### src/rtl/decode_pkg.sv
// Shared types and helpers for the 3-to-8 decode path.
// Used by the one-hot hold stage and by the 7-seg driver.
package decode_pkg;

    localparam int unsigned CODE_W   = 3;
    localparam int unsigned ONEHOT_W = 8;

    typedef enum logic {
        IDLE = 1'b0,
        HOLD = 1'b1
    } state_e;

    function automatic logic [ONEHOT_W-1:0] onehot3to8(input logic [CODE_W-1:0] code);
        logic [ONEHOT_W-1:0] r;
        r       = '0;
        r[code] = 1'b1;
        return r;
    endfunction

endpackage

### src/rtl/dec38_comb.sv
// Pure combinational 3-to-8 decoder with enable.
// Shared with the 7-seg driver.
module dec38_comb
    import decode_pkg::*;
(
    input  logic [CODE_W-1:0]   code,
    input  logic                en,
    output logic [ONEHOT_W-1:0] y
);

    always_comb begin
        y = '0;
        if (en) begin
            y = onehot3to8(code);
        end
    end

endmodule

### src/rtl/decode38_hold.sv
// Handshaked 3-to-8 decoder.
// Each accepted code drives a registered one-hot output for HOLD_CYCLES cycles.
module decode38_hold
    import decode_pkg::*;
#(
    parameter int unsigned HOLD_CYCLES = 4,
    parameter int unsigned CNT_W       = 8
) (
    input  logic                clk,
    input  logic                rst_n,
    input  logic                ena,
    input  logic                in_valid,
    input  logic [CODE_W-1:0]   in_code,
    input  logic                in_flag,
    output logic                in_ready,
    output logic [ONEHOT_W-1:0] y,
    output logic                y_active,
    output logic [CNT_W-1:0]    hit_cnt
);

    localparam logic [7:0] HOLD_LAST = 8'(HOLD_CYCLES - 1);

    state_e              state_q, state_d;
    logic [7:0]          hold_q, hold_d;
    logic [ONEHOT_W-1:0] y_q, y_d;
    logic [CNT_W-1:0]    hit_q, hit_d;
    logic [ONEHOT_W-1:0] dec_y;
    logic                accept;

    dec38_comb u_dec (
        .code (in_code),
        .en   (in_flag),
        .y    (dec_y)
    );

    assign in_ready = rst_n & ena & (state_q == IDLE);
    assign accept   = in_valid & in_ready;

    always_comb begin
        state_d = state_q;
        hold_d  = hold_q;
        y_d     = y_q;
        hit_d   = hit_q;
        if (!ena) begin
            // Disable aborts any pulse in flight but keeps the hit count.
            state_d = IDLE;
            hold_d  = '0;
            y_d     = '0;
        end else begin
            unique case (state_q)
                IDLE: begin
                    if (accept && in_flag) begin
                        state_d = HOLD;
                        hold_d  = HOLD_LAST;
                        y_d     = dec_y;
                        hit_d   = hit_q + CNT_W'(1);
                    end
                end
                HOLD: begin
                    if (hold_q != '0) begin
                        hold_d = hold_q - 8'd1;
                    end else begin
                        state_d = IDLE;
                        y_d     = '0;
                    end
                end
                default: begin
                    state_d = IDLE;
                    hold_d  = '0;
                    y_d     = '0;
                end
            endcase
        end
    end

    always_ff @(posedge clk) begin
        if (!rst_n) begin
            state_q <= IDLE;
            hold_q  <= '0;
            y_q     <= '0;
            hit_q   <= '0;
        end else begin
            state_q <= state_d;
            hold_q  <= hold_d;
            y_q     <= y_d;
            hit_q   <= hit_d;
        end
    end

    assign y        = y_q;
    assign y_active = (state_q == HOLD);
    assign hit_cnt  = hit_q;

endmodule

### config.mk
export PLATFORM = sky130hd
export DESIGN_NAME = decode38_hold
export DESIGN_NICKNAME = d
export VERILOG_FILES = /design/src/rtl/decode_pkg.sv /design/src/rtl/dec38_comb.sv /design/src/rtl/decode38_hold.sv
export SDC_FILE = /design/constraint.sdc
export NUM_CORES = 1
export LEC_CHECK = 0
export ABC_AREA = 1
export CORE_MARGIN = 3
export CORE_UTILIZATION = 40
export DETAILED_ROUTE_END_ITERATION = 12
export REMOVE_ABC_BUFFERS = 1
export SLEW_MARGIN = 20
export SYNTH_ARGS = -nofsm -noshare
export SYNTH_HDL_FRONTEND = slang
export SYNTH_HIERARCHICAL = 1
export SYNTH_SLANG_ARGS = --single-unit
### constraint.sdc
create_clock -name clk -period 1.7 [get_ports clk]
set_input_delay 0.255 -clock clk [delete_from_list [all_inputs] [get_ports clk]]
set_output_delay 0.255 -clock clk [all_outputs]
set_load 0.02 [all_outputs]
==> results.md <==
| Metric | This run | Unit |
|:---|:---|:---|
| Cell area after synthesis | 1290 | µm² |
| Skew final | 3.18 | ps |
| Detailed placement HPWL | 2.06 | mm |
| Kind of critical path | reg2out | - |
| Post-Layout Cell Count | 249 | - |
| Average cell area after synthesis | 7.34 | µm² |
| Number of antenna violations at the first check in global routing | 0 | - |
| Number of synthesized flops with an enable pin | 0 | - |
| Flip-flop and latch count after synthesis | 25 | - |
| Dominant synthesized flop cell | sky130_fd_sc_hd__dfxtp_1 | - |
| Cell class contributing the biggest share of worst-path delay | buffers and inverters | - |
| Hold Path Cell Cnt | 2 | - |
| Final-report max-slew violation count | 0 | - |
| Worst-Margin Slew | 302 | ps |
| Maximum Capacitance Violations | 0 | - |
| Worst Path Buf+Inv | 1 | - |
| Post-synthesis cell type with the largest combined area | sky130_fd_sc_hd__dfxtp_1 | - |
| Clock buffer depth | 2 | - |
| Largest voltage drop on the vdd net | 0.000457 | V |
| Cell-by-cell listing of the critical path | clkdlybuf4s50_1 | - |
| Placeable Area | 2920 | µm² |
| Switching power | 243 | µW |
| Sequential Power Share | 0.613 | - |
| Result of the run | finished clean | - |
| Layout overhead on the synthesized area | 26.6 | % |
| Most common cell in the synthesized netlist | sky130_fd_sc_hd__nand2_1 | - |
| Unrepaired setup endpoints after global routing | false | - |
| Distinct cell type count of the synthesized netlist | 25 | - |
| Share of the yosys chip area belonging to registers | 0.388 | - |
| Root Buffer Master | sky130_fd_sc_hd__clkbuf_4 | - |
| Power Dens Cells | 594 | nW/µm² |
| Post-synthesis simple-gate area fraction | 0.342 | - |
| Mapped Cells | 176 | - |
| Core Rows | 19 | - |
| Vias/cell | 4.80 | - |
| Util after Layout | 0.559 | - |
| Port bufs | 25 | - |
| Combinational fraction of design power | 0.111 | - |
| Sequential cell area | 502 | µm² |
| Antenna diode count | 0 | - |
| Die Ht | 62.8 | µm |
| Largest incremental delay on the critical path | 630 | ps |
| Total via count in the routed design | 1195 | - |
| Number of synthesis warnings | 6 | - |
| Area fraction in compound gates after synthesis | 0.130 | - |
| Commonest cells in the synthesized netlist | sky130_fd_sc_hd__nand2_1 (33), sky130_fd_sc_hd__nor2_1 (31), sky130_fd_sc_hd__dfxtp_1 (25) | - |
| Portion of synthesized cell area occupied by the leading cell type | 0.388 | - |
| Die width | 62.8 | µm |
| Mean routed wirelength per cell | 10.9 | µm |
| Crit share post-route | 0.953 | - |
| Area share of xor/xnor cells in the synthesized design | 0.0203 | - |
| Hold buffer count at CTS | 0 | - |
| Starting Density | 0.442 | - |
| Worst hold path class | reg2reg | - |
| Net switching share of the total power | 0.250 | - |
| Final hold violation count | 0 | - |
| Detailed Route WL | 2.72 | mm |
| First-pass GRT wire length | 4.91 | mm |
| All-layer global routing usage | 0.150 | - |
| Adder and majority gate portion of the synthesized area | 0.0291 | - |
| I/O pin cnt | 26 | - |
| Top fanout value on the critical path | 5 | - |
| Share of layout cells above drive strength 1 | 0.140 | - |
| Clock tree from TritonCTS | yes | - |
| Post-layout min period | 1620 | ps |
| Critical path endpoint category | primary output | - |
| DRC violation count after routing | 0 | - |
| Max Clock Freq | 617 | MHz |
| Sort of element at the start of the critical path | flop | - |
| Final weighted congestion in routability-driven placement | 0.806 | - |
| Aggregate global routing overflow | 0 | - |
| Pint | 728 | µW |
| Master of the slowest instance on the critical path | sky130_fd_sc_hd__clkdlybuf4s50_1 | - |
| Number of buffers created by CTS | 3 | - |
| Sinks on the clock net | 25 | - |
| Post-DRT Antenna Nets | 0 | - |
| Critical path depth | 1 | - |
| Number of DRC markers after the initial detailed-route iteration | 43 | - |
| # placed instances | 245 | - |
| Clock Power Share | 0.277 | - |
| Multiplexer fraction of the synthesized cell area | 0 | - |
| Worst slew margin relative to its limit | 0.797 | - |
| Via count of the first global-routing pass | 1154 | - |
| Final setup vio count | 0 | - |
| Count of cells along the worst register-to-register path | 8 | - |
| Later-pin clock latency in the skew report | 320 | ps |
| CTS HTree Levels | 1 | - |
| Maximum number of pins on one net before global-route repair | 15 | - |
| Standby leakage power | 0.000621 | µW |
| Largest family of logic cells by synthesized area | simple AND/OR/NAND/NOR gates | - |
| Largest cells by area after synthesis | sky130_fd_sc_hd__dfxtp_1 (39%), sky130_fd_sc_hd__nand2_1 (9.6%), sky130_fd_sc_hd__nor2_1 (9.0%) | - |
| Number of nets in the layout | 219 | - |
| Worst path arrival time | 1360 | ps |
| Fraction of registers with async set or reset after synthesis | 0 | - |
| Multi-input combinational cell area | 673 | µm² |
| Filler Cells Inserted | 306 | - |
| First-pass iteration count of the detailed router | 4 | - |
| Post-CTS clock slew at the launch and capture registers of the worst setup and hold paths | 140 | ps |
| WP data required | 1440 | ps |
| Die ar. | 3950 | µm² |
==> kinds of logic (layout without fill, tap and decap cells) <==
family,Yosys count,in the layout
compound gates,26,26
xor+xnor,3,3
fa+ha+maj,3,3
buf+inv,22,53
flops,25,25
simple gates,97,97
==> area by class of cell <==
cell class | instances | share of cell area
Clock buffer | 4 | 0.0161
Inverter | 17 | 0.0391
Multi-Input combinational cell | 129 | 0.412
Sequential cell | 25 | 0.307
Tap cell | 42 | 0.0322
Timing Repair Buffer | 32 | 0.194
==> registers in the layout, summed over array words and instances (netlist names) <==
signal and cells:
y_active 1, y 8, hold_q 8, hit_cnt 8
==> worst paths after layout <==
path	startpoint	to	slack (ps)
worst max-delay path	hit_cnt[3]	hit_cnt[3]	80
worst min-delay path	hit_cnt[6]	hit_cnt[6]	490
worst max register to register	hold_q[0]	hold_q[2]	180
worst min register to register	hit_cnt[6]	hit_cnt[6]	490
==> per-stage QoR <==
stage / cell area [µm²] / hold WS (ps) / setup TNS [ps] / power, µW / setup slack [ps]
4_1_cts: 1630 / 487 / 0 / 987 / 13.0
3_3_place_gp: 1610 / 459 / -199 / 714 / -138
3_5_place_dp: 1610 / 467 / -227 / 716 / -124
2_1_floorplan: 1240 / 376 / 0 / 665 / 96.1
6_report: 1630 / 487 / 0 / 971 / 80.5
5_1_grt: 1630 / 514 / 0 / 1020 / 25.1
==> layer usage <==
layer / global-route usage / vias up / share of wire
li1: - / 631 / -
met1: 0.192 / 533 / 0.49
met2: 0.253 / 29 / 0.46
met3: 0.0396 / 2 / 0.041
met4: 0.0331 / 0 / 0.0081
met5: 0 / - / 0
==> cell usage in the layout (no fill, tap or decap), drive strengths merged, types with 2 or more instances in the layout <==
| master | instances |
|---|---|
| a21oi | 20 |
| buf | 7 |
| clkbuf | 4 |
| clkdlybuf4s50 | 23 |
| dfxtp | 25 |
| ha | 3 |
| inv | 17 |
| nand2 | 38 |
| nand3 | 20 |
| nand4 | 2 |
| nor2 | 33 |
| nor3 | 4 |
| o21ai | 6 |
| xor2 | 2 |
==> power by group through the flow <==
stage	sequential, µW	clock (µW)	combinational (µW)
after global routing	596	308	120
after global placement	607	0	107
after floorplan	610	0	55.3
after CTS	595	284	108
final	595	269	107
after detailed placement	608	0	108
==> timing repair <==
action	in CTS	in global routing
setup endpoints to repair	2	1
buffers inserted	0	0
gates resized for setup	2	1
Note: power is estimated with default switching activity, not from simulation.
